## config.mk

```make
export PLATFORM = sky130hd
export DESIGN_NAME = alu_issue_ctrl_flat
export DESIGN_NICKNAME = d
export VERILOG_FILES = /design/src/rtl/alu_pkg.sv /design/src/rtl/alu_issue_ctrl_if.sv /design/src/rtl/alu_op_decode.sv /design/src/rtl/alu_issue_ctrl.sv /design/src/flat_wrapper.sv
export SDC_FILE = /design/constraint.sdc
export NUM_CORES = 1
export LEC_CHECK = 0
export ABC_AREA = 1
export CAP_MARGIN = 20
export CORE_MARGIN = 1
export CORE_UTILIZATION = 30
export DETAILED_ROUTE_END_ITERATION = 10
export PLACE_DENSITY = 0.6
export RECOVER_POWER = 100
export SYNTH_ARGS = -nofsm -noshare
export SYNTH_HDL_FRONTEND = slang
export SYNTH_SLANG_ARGS = --single-unit
```

## constraint.sdc

```tcl
create_clock -name clk -period 1.95 [get_ports clk]
set_input_delay 0.39 -clock clk [delete_from_list [all_inputs] [get_ports clk]]
set_output_delay 0.39 -clock clk [all_outputs]
set_load 0.02 [all_outputs]
```

## src/rtl/alu_pkg.sv

```systemverilog
// Shared ALU op codes, opcode constants and branch conditions
// for the ALU issue/resolve controller.
package alu_pkg;

  localparam int XLEN = 32;

  localparam logic [6:0] OP_R  = 7'b0110011;
  localparam logic [6:0] OP_I  = 7'b0010011;
  localparam logic [6:0] OP_BR = 7'b1100011;

  typedef enum logic [3:0] {
    ALU_OR   = 4'b0001,
    ALU_ADD  = 4'b0010,
    ALU_XOR  = 4'b0011,
    ALU_SLL  = 4'b0100,
    ALU_SLTU = 4'b0101,
    ALU_SUB  = 4'b0110,
    ALU_SUBU = 4'b0111,
    ALU_SRL  = 4'b1000,
    ALU_AND  = 4'b1001,
    ALU_SLT  = 4'b1010,
    ALU_SRA  = 4'b1100
  } alu_op_e;

  // Branch decision taken from zero/neg flags after a SUB/SUBU
  typedef enum logic [1:0] {
    BR_Z,
    BR_NZ,
    BR_N,
    BR_NN
  } br_cond_e;

endpackage

```

## src/rtl/alu_issue_ctrl_if.sv

```systemverilog
// Request/response handshake bundle between the issuing stage
// and the ALU issue controller.
interface alu_issue_ctrl_if;
  import alu_pkg::*;

  logic            in_valid;
  logic            in_ready;
  logic [6:0]      opcode;
  logic [2:0]      funct3;
  logic            funct7_5;
  logic [XLEN-1:0] rs1_val;
  logic [XLEN-1:0] rs2_val;
  logic [XLEN-1:0] imm;

  logic            out_valid;
  logic            out_ready;
  logic [XLEN-1:0] result;
  logic            branch_taken;
  logic            illegal;

  modport master (
    output in_valid, opcode, funct3, funct7_5,
    output rs1_val, rs2_val, imm, out_ready,
    input  in_ready, out_valid, result,
    input  branch_taken, illegal
  );

  modport slave (
    input  in_valid, opcode, funct3, funct7_5,
    input  rs1_val, rs2_val, imm, out_ready,
    output in_ready, out_valid, result,
    output branch_taken, illegal
  );

endinterface

```

## src/rtl/alu_op_decode.sv

```systemverilog
// Maps opcode/funct3/funct7[5] to the ALU op, operand select,
// branch condition and an illegal-encoding flag.
module alu_op_decode
  import alu_pkg::*;
(
  input  logic [6:0] opcode,
  input  logic [2:0] funct3,
  input  logic       funct7_5,
  output alu_op_e    alu_op,
  output logic       use_imm,
  output logic       is_branch,
  output br_cond_e   br_cond,
  output logic       illegal
);

  alu_op_e base_op;

  always_comb begin
    unique case (funct3)
      3'b000: base_op = ALU_ADD;
      3'b001: base_op = ALU_SLL;
      3'b010: base_op = ALU_SLT;
      3'b011: base_op = ALU_SLTU;
      3'b100: base_op = ALU_XOR;
      3'b101: base_op = ALU_SRL;
      3'b110: base_op = ALU_OR;
      3'b111: base_op = ALU_AND;
    endcase
  end

  always_comb begin
    alu_op    = base_op;
    use_imm   = 1'b0;
    is_branch = 1'b0;
    br_cond   = BR_Z;
    illegal   = 1'b0;
    unique case (1'b1)
      opcode == OP_R: begin
        if (funct7_5) begin
          unique case (funct3)
            3'b000:  alu_op  = ALU_SUB;
            3'b101:  alu_op  = ALU_SRA;
            default: illegal = 1'b1;
          endcase
        end
      end
      opcode == OP_I: begin
        use_imm = 1'b1;
        // funct7[5] is part of the immediate except on shifts
        if (funct3 == 3'b001)
          illegal = funct7_5;
        if (funct3 == 3'b101 && funct7_5)
          alu_op = ALU_SRA;
      end
      opcode == OP_BR: begin
        is_branch = 1'b1;
        unique case (funct3)
          3'b000: begin
            alu_op  = ALU_SUB;
            br_cond = BR_Z;
          end
          3'b001: begin
            alu_op  = ALU_SUB;
            br_cond = BR_NZ;
          end
          3'b100: begin
            alu_op  = ALU_SUB;
            br_cond = BR_N;
          end
          3'b101: begin
            alu_op  = ALU_SUB;
            br_cond = BR_NN;
          end
          3'b110: begin
            alu_op  = ALU_SUBU;
            br_cond = BR_N;
          end
          3'b111: begin
            alu_op  = ALU_SUBU;
            br_cond = BR_NN;
          end
          default: illegal = 1'b1;
        endcase
      end
      default: illegal = 1'b1;
    endcase
  end

endmodule

```

## src/rtl/alu_issue_ctrl.sv

```systemverilog
// Issue/resolve controller: registers ALU operands for one EXEC
// cycle, then returns the result or branch decision.
module alu_issue_ctrl
  import alu_pkg::*;
(
  input  logic            clk,
  input  logic            rst_n,
  alu_issue_ctrl_if.slave bus,
  output logic [XLEN-1:0] alu_in_1,
  output logic [XLEN-1:0] alu_in_2,
  output logic [3:0]      alu_control,
  input  logic [XLEN-1:0] alu_out,
  input  logic            alu_zero,
  input  logic            alu_neg,
  input  logic            alu_pos
);

  localparam logic [1:0] S_IDLE = 2'd0;
  localparam logic [1:0] S_EXEC = 2'd1;
  localparam logic [1:0] S_RESP = 2'd2;

  logic [1:0]      state;
  logic [XLEN-1:0] result_q;
  logic            taken_q;
  logic            illegal_q;
  logic            branch_q;
  br_cond_e        br_q;

  alu_op_e  dec_op;
  logic     dec_imm;
  logic     dec_branch;
  br_cond_e dec_cond;
  logic     dec_illegal;

  logic [XLEN-1:0] op_b;
  logic [XLEN-1:0] op_b_fin;
  logic            is_shift;
  logic            taken;
  logic            flags_unused;

  alu_op_decode u_dec (
    .opcode    (bus.opcode),
    .funct3    (bus.funct3),
    .funct7_5  (bus.funct7_5),
    .alu_op    (dec_op),
    .use_imm   (dec_imm),
    .is_branch (dec_branch),
    .br_cond   (dec_cond),
    .illegal   (dec_illegal)
  );

  assign flags_unused = alu_pos;

  assign op_b     = dec_imm ? bus.imm : bus.rs2_val;
  assign is_shift = dec_op inside {ALU_SLL, ALU_SRL, ALU_SRA};
  // Shift amount is masked so the ALU never sees more than 31
  assign op_b_fin = is_shift ?
                    {{(XLEN-5){1'b0}}, op_b[4:0]} : op_b;

  always_comb begin
    unique case (br_q)
      BR_Z:  taken = alu_zero;
      BR_NZ: taken = ~alu_zero;
      BR_N:  taken = alu_neg;
      BR_NN: taken = ~alu_neg;
    endcase
  end

  always_ff @(posedge clk or negedge rst_n) begin
    if (!rst_n) begin
      state       <= S_IDLE;
      alu_in_1    <= '0;
      alu_in_2    <= '0;
      alu_control <= '0;
      result_q    <= '0;
      taken_q     <= 1'b0;
      illegal_q   <= 1'b0;
      branch_q    <= 1'b0;
      br_q        <= BR_Z;
    end else begin
      unique case (state)
        S_IDLE: begin
          if (bus.in_valid) begin
            illegal_q <= dec_illegal;
            result_q  <= '0;
            taken_q   <= 1'b0;
            if (dec_illegal) begin
              state <= S_RESP;
            end else begin
              alu_in_1    <= bus.rs1_val;
              alu_in_2    <= op_b_fin;
              alu_control <= dec_op;
              branch_q    <= dec_branch;
              br_q        <= dec_cond;
              state       <= S_EXEC;
            end
          end
        end
        S_EXEC: begin
          result_q <= branch_q ? '0 : alu_out;
          taken_q  <= branch_q & taken;
          state    <= S_RESP;
        end
        S_RESP: begin
          if (bus.out_ready)
            state <= S_IDLE;
        end
        default: state <= S_IDLE;
      endcase
    end
  end

  assign bus.in_ready     = (state == S_IDLE);
  assign bus.out_valid    = (state == S_RESP);
  assign bus.result       = result_q;
  assign bus.branch_taken = taken_q;
  assign bus.illegal      = illegal_q;

endmodule

```

## src/flat_wrapper.sv

```systemverilog
// flat-port wrapper written by rule: the top's interface ports become plain ports
module alu_issue_ctrl_flat import alu_pkg::*;
  (clk, rst_n, alu_in_1, alu_in_2, alu_control, alu_out, alu_zero, alu_neg, alu_pos, bus_in_valid, bus_opcode, bus_funct3, bus_funct7_5, bus_rs1_val, bus_rs2_val, bus_imm, bus_out_ready, bus_in_ready, bus_out_valid, bus_result, bus_branch_taken, bus_illegal);
  alu_issue_ctrl_if bus_i ();
  input  logic clk;
  input  logic rst_n;
  output logic [XLEN-1:0] alu_in_1;
  output logic [XLEN-1:0] alu_in_2;
  output logic [3:0] alu_control;
  input  logic [XLEN-1:0] alu_out;
  input  logic alu_zero;
  input  logic alu_neg;
  input  logic alu_pos;
  input wire logic [$bits(bus_i.in_valid)-1:0] bus_in_valid;
  input wire logic [$bits(bus_i.opcode)-1:0] bus_opcode;
  input wire logic [$bits(bus_i.funct3)-1:0] bus_funct3;
  input wire logic [$bits(bus_i.funct7_5)-1:0] bus_funct7_5;
  input wire logic [$bits(bus_i.rs1_val)-1:0] bus_rs1_val;
  input wire logic [$bits(bus_i.rs2_val)-1:0] bus_rs2_val;
  input wire logic [$bits(bus_i.imm)-1:0] bus_imm;
  input wire logic [$bits(bus_i.out_ready)-1:0] bus_out_ready;
  output wire logic [$bits(bus_i.in_ready)-1:0] bus_in_ready;
  output wire logic [$bits(bus_i.out_valid)-1:0] bus_out_valid;
  output wire logic [$bits(bus_i.result)-1:0] bus_result;
  output wire logic [$bits(bus_i.branch_taken)-1:0] bus_branch_taken;
  output wire logic [$bits(bus_i.illegal)-1:0] bus_illegal;
  assign bus_i.in_valid = bus_in_valid;
  assign bus_i.opcode = bus_opcode;
  assign bus_i.funct3 = bus_funct3;
  assign bus_i.funct7_5 = bus_funct7_5;
  assign bus_i.rs1_val = bus_rs1_val;
  assign bus_i.rs2_val = bus_rs2_val;
  assign bus_i.imm = bus_imm;
  assign bus_i.out_ready = bus_out_ready;
  assign bus_in_ready = bus_i.in_ready;
  assign bus_out_valid = bus_i.out_valid;
  assign bus_result = bus_i.result;
  assign bus_branch_taken = bus_i.branch_taken;
  assign bus_illegal = bus_i.illegal;
  alu_issue_ctrl u_core (.clk(clk), .rst_n(rst_n), .bus(bus_i), .alu_in_1(alu_in_1), .alu_in_2(alu_in_2), .alu_control(alu_control), .alu_out(alu_out), .alu_zero(alu_zero), .alu_neg(alu_neg), .alu_pos(alu_pos));
endmodule
```

# Yosys cells after proc, flatten, opt, wreduce, memory -nomap -nowiden
# Memory sizes are Yosys's and may differ from the RTL's.
# Cells that the tools add are included.
word_totals:
  regBits: 107
  romBits: 32
  word_cells: 74
  memories: 1
mem_list:
  columns: ["memory", "words", "width", "rd", "rd_ports_with_merged_regs", "wr", "line_no", "rtl"]
  rows:
  - ["(name not given)", 8, 4, 1, 0, 0, "alu_op_decode.sv:19", "unique case (funct3)"]
op_classes:
  eq_ne: 18
  muxes: 26
  n_bitwise: 4
  reduce_logical: 16
ops:
  columns: ["cell", "n"]
  rows:
  - ["$mux W32", 4]
  - ["$pmux W32 S2", 1]
  - ["$pmux W4 S2", 2]
  - ["$eq A3 B3 Y1 const B", 4]
  - ["$pmux W2 S3", 2]
  - ["$pmux W4 S3", 1]
  - ["$eq A4 B4 Y1 const B", 2]
  - ["$mux W2", 4]
  - ["$mux W4", 2]
  - ["$reduce_or A2 Y1", 4]
  - ["$eq A7 B5 Y1 const B", 1]
  - ["$eq A7 B6 Y1 const B", 1]
  - ["$eq A7 B7 Y1 const B", 1]
  - ["$mux W1", 7]
  - ["$eq A2 B2 Y1 const B", 3]
  - ["$reduce_and A2 Y1", 3]
  - ["$reduce_or A6 Y1", 1]
  - ["$eq A2 B1 Y1 const B", 2]
  - ["$eq A4 B3 Y1 const B", 1]
  - ["$logic_not A2 Y1", 2]
  - ["$ne A2 B2 Y1 const B", 2]
  - ["$pmux W1 S4", 1]
  - ["$reduce_or A4 Y1", 1]
  - ["$eq A3 B1 Y1 const B", 1]
  - ["other kinds (9)", 11]

# Longest topological paths before layout
depth:
  word_depth: 8
  mapped_depth: 11

# Hierarchy
# From an unflattened synthesis, not the netlist that was laid out.
unflattened:
  hier_cells: 641
  area_unflattened_um2: 4921.0
modules_own_cells:
  columns: ["mod", "instances", "cells_per_inst", "area_each_um2", "seq_area_each_um2"]
  rows:
  - ["alu_issue_ctrl", 1, 574, 4628.2, 2677.6]
  - ["alu_op_decode", 1, 67, 292.8, 0.0]

# Worst setup path before layout
# Ideal clock, no wire load.
synth_timing:
  path_type: "input to register"
  from: "input bus_opcode[1]"
  to: "register u_core.alu_in_1[0]"
  t_arrival_ps: 1409
  required_ps: 1834
  setup_slack_ps: 425
  path_stages: 10
  cell_sequence: "nand2_1 -> nor2_4 -> nand2_1 -> nand2_1 -> nand3_4 -> nand3_4 -> inv_6 -> buf_6 -> nand2_2 -> nand2_1"
synth_via:
  elab_chain_len: 4
  elab_cells_between_ends: 6
synth_rtl:
  columns: ["item", "line_no", "rtl"]
  rows:
  - ["start: declaration", "flat_wrapper.sv:15", "input wire logic [$bits(bus_i.opcode)-1:0] bus_opcode;"]
  - ["$eq A7 B7 Y1 (tied with other cells)", "alu_op_decode.sv:55", "opcode == OP_BR: begin"]
  - ["$pmux W1 S3 *", "alu_op_decode.sv:37", "unique case (1'b1)"]
  - ["$not A1 Y1 (no line) *", null, null]
  - ["$reduce_and A3 Y1 (no line) *", null, null]
  - ["end signal: assignment", "alu_issue_ctrl.sv:90", "alu_in_1 <= bus.rs1_val;"]
  - ["end: declaration", "alu_issue_ctrl.sv:9", "output logic [XLEN-1:0] alu_in_1,"]
# Mark *: on every way between the ends. The rest lies on a longest branch, timed or not.
# A chain may end at the register's enable or synchronous reset.

# Worst setup path after layout
layout_timing:
  from: "input bus_opcode[6]"
  to: "register u_core.alu_in_1[15]"
# Same word-level chain as after synthesis.

==> flow_metrics.tcl <==
set metrics [dict create \
    diodes 0 \
    irDropWorstVdd_mv 0.376 \
    criticalPathCategory "input port to flip-flop" \
    postPlaceCellArea_sq_um 7830 \
    worstMarginPinSlew_ns 0.898 \
    grt_antenna_before_repair 0 \
    whs_ns 0.478 \
    grt_pass1_vias 4688 \
    area_growth_syn_to_layout_pct 64.6 \
    hold_start "u_core.alu_in_1[22]$_DFFE_PN0P_" \
    p_comb_frac 0.237 \
    yosysTopAreaCellShare 0.539 \
    reg2reg_slack_ns 0.41 \
    postSynthCellCount 611 \
    worstSkewPairLatency_ns 0.35 \
    crit_top_cell "nand2_1" \
    critical_path.startpoint "bus_opcode[6]" \
    yosys-top-cells-area "dfrtp_1 (54%), nand2_1 (18%), o21ai_0 (7.2%)" \
    min_path_type "flip-flop to flip-flop" \
    placementRows 46 \
    design.die.area_sq_um 17100 \
    min_period_over_period 0.936 \
    die_h_um 131 \
    critPathLaunchType "input port" \
    initial_core_util 0.310 \
    worst_r2r_startpoint "u_core.state[0]$_DFFE_PN0P_" \
    boundaryPins 250 \
    clk_path_buf_depth 2 \
    p_sw_frac 0.282 \
    fin_ws_ns 0.126 \
    dr.pass1.iters 4 \
    cellPowerDensity_nw_per_um2 700 \
    grt.total_usage 0.175 \
    synth_warnings 0 \
    yosysUniqueCellTypes 24 \
    ant_nets 0 \
    clkPwrFrac 0.322 \
    gp_congestion 0.808 \
    cts_tree "yes" \
    wire_per_inst_um 13.8 \
    yosysTopAreaCell "dfrtp_1" \
    setup_viol 0 \
    maxSlewHeadroom 0.401 \
    nNetsFinal 1022 \
    route.detailed.drc 0 \
    p_switching_w 0.00161 \
    cp_cell_sequence "clkdlybuf4s50_1, inv_2, nand2_1, nor2_4, nand2_1, nand2_1, nand3_4, nand3_4, buf_4, buf_6, nand2_1, nand2_1" \
    drive_gt1_frac 0.0806 \
    grt_pass1_wl_um 23000 \
    slowest_stage "clkdlybuf4s50_1" \
    via_per_inst 4.45 \
    cp-end-kind "flip-flop" \
    fmax_ghz 0.548 \
    arrival_ns 2.11 \
    drv_cap 0 \
    cp_max_fo 19 \
    syn_avg_cell_area_sq_um 8.12 \
    seq_area_frac_synth 0.539 \
    dieWidth_um 131 \
    final_area_sq_um 8170 \
    drt_iter0_drc 152 \
    seqPwrFrac 0.440 \
    overflow 0 \
    vias 4883 \
    port_buffers 248 \
    leakage_nw 4.27 \
    syn-cell-area_sq_um 4960 \
    pre_cts_slack_ns -0.343 \
    synth_nets 757 \
    slowest_delay_ns 0.44 \
    hpwl_um 11300 \
    cts_root_buf "clkbuf_16" \
    core_area_sq_um 16000 \
    ys_seq_elements 107 \
    hold_viol 0 \
    finalMaxSlewViolations 0 \
    cts_sinks 107 \
    clkTransAtPathRegs_ns 0.08 \
    htreeDepth 3 \
    required_ns 2.24 \
    rsz0062_at_grt "false" \
    fin_skew_ns 0.00831 \
    p_int_w 0.00410 \
    fin_crit_ns 1.82 \
    cts_buffers 9 \
    grt_max_degree 58 \
    fillers 1538 \
    status "finished clean" \
    drt-total-wl_um 15100 \
]
## power groups by stage
stage	clock, W	sequential [W]	combinational [W]
5_1_grt	0.00200	0.00254	0.00148
3_5_place_dp	0	0.00257	0.00145
4_1_cts	0.00193	0.00253	0.00145
3_3_place_gp	0	0.00256	0.00143
6_report	0.00184	0.00252	0.00136
2_1_floorplan	0	0.00280	0.000313
## per-stage QoR
| stage | power (W) | utilization | setup TNS (ns) | instances |
|---|---|---|---|---|
| 2_1_floorplan | 0.00311 | - | 0 | 611 |
| 3_3_place_gp | 0.00399 | 0.489 | -16.52 | 1075 |
| 3_5_place_dp | 0.00401 | 0.489 | -20.38 | 1075 |
| 4_1_cts | 0.00591 | 0.509 | 0 | 1092 |
| 5_1_grt | 0.00603 | 0.511 | 0 | 1097 |
| 6_report | 0.00572 | 0.511 | 0 | 1097 |
## routing by layer
metal / global-route usage / share of wire / up-vias
li1: - / - / 2461
met2: 0.291 / 0.48 / 157
met3: 0.0460 / 0.073 / 16
met4: 0.0696 / 0.019 / 0
met5: 0 / 0 / -
met1: 0.216 / 0.42 / 2249
## cells by family after synthesis
| family | Yosys count | share of synthesized area |
|---|---|---|
| AO/OA/AOI/OAI | 74 | 0.0746 |
| XOR/XNOR | 1 | 0.00176 |
| buffers and inverters | 84 | 0.0814 |
| flip-flops | 107 | 0.539 |
| multiplexers | 5 | 0.0101 |
| AND/OR/NAND/NOR | 340 | 0.293 |
## final cells by class
class | count | area (sq um) | area share
repair inverters | 1 | 8.76 | 0.00107
inverters | 51 | 194 | 0.0237
clock inverters | 6 | 70.1 | 0.00858
flip-flops and latches | 107 | 2680 | 0.328
clock buffers | 10 | 229 | 0.0280
repair buffers | 286 | 2830 | 0.346
multi-input cells | 420 | 1890 | 0.232
well taps | 216 | 270 | 0.0331
## cells in the final DEF (no fill, tap or decap), drive strengths merged
cell,count
nand4,3
dlygate4sd3,103
dlygate4sd2,2
inv,54
nor2,16
xor2,1
bufinv,1
dfrtp,107
a21oi,1
mux2i,5
clkbuf,16
or2,1
nor3,1
clkinv,3
nand3,72
o21ai,73
nand2,247
buf,32
clkdlybuf4s50,143
## cells in the mapped netlist (all sizes together)
cell type and count:
nand2 247, dfrtp 107, o21ai 73, nand3 72, inv 51, buf 21, nor2 16, clkbuf 12
mux2i 5, nand4 3, a21oi 1, nor3 1, or2 1, xor2 1
## critical path: cells and delay by family
family | cells | cell delay (ns)
AND/OR/NAND/NOR | 8 | 0.84
buffers and inverters | 4 | 0.86
## path summary, 6_finish.rpt
path	cells after the start	endpoint
worst max-delay path	12	u_core.alu_in_1[15]$_DFFE_PN0P_
worst min-delay path	2	u_core.alu_in_1[22]$_DFFE_PN0P_
worst max register to register	6	u_core.bus.result[6]$_DFFE_PN0P_
worst min register to register	2	u_core.alu_in_1[22]$_DFFE_PN0P_
max in group asynchronous	3	u_core.alu_in_1[29]$_DFFE_PN0P_
min in group asynchronous	2	u_core.alu_in_2[1]$_DFFE_PN0P_
## flip-flops by register name, indices dropped and copies added (netlist names)
| register | count |
|---|---|
| u_core.alu_in_1 | 32 |
| u_core.br_q | 2 |
| u_core.bus.illegal | 1 |
| u_core.state | 2 |
| u_core.bus.result | 32 |
| u_core.branch_q | 1 |
| u_core.bus.branch_taken | 1 |
| u_core.alu_control | 4 |
| u_core.alu_in_2 | 32 |
## timing repair
action | CTS | global route
hold buffers | 1 | 0
pin swaps | 0 | 3
endpoints found under the setup margin | 2 | 58
buffers inserted | 0 | 4
cloned | 0 | 1
resized for setup | 2 | 5
endpoints found under the hold margin | 8 | 0
(Power assumes the default switching activity.)
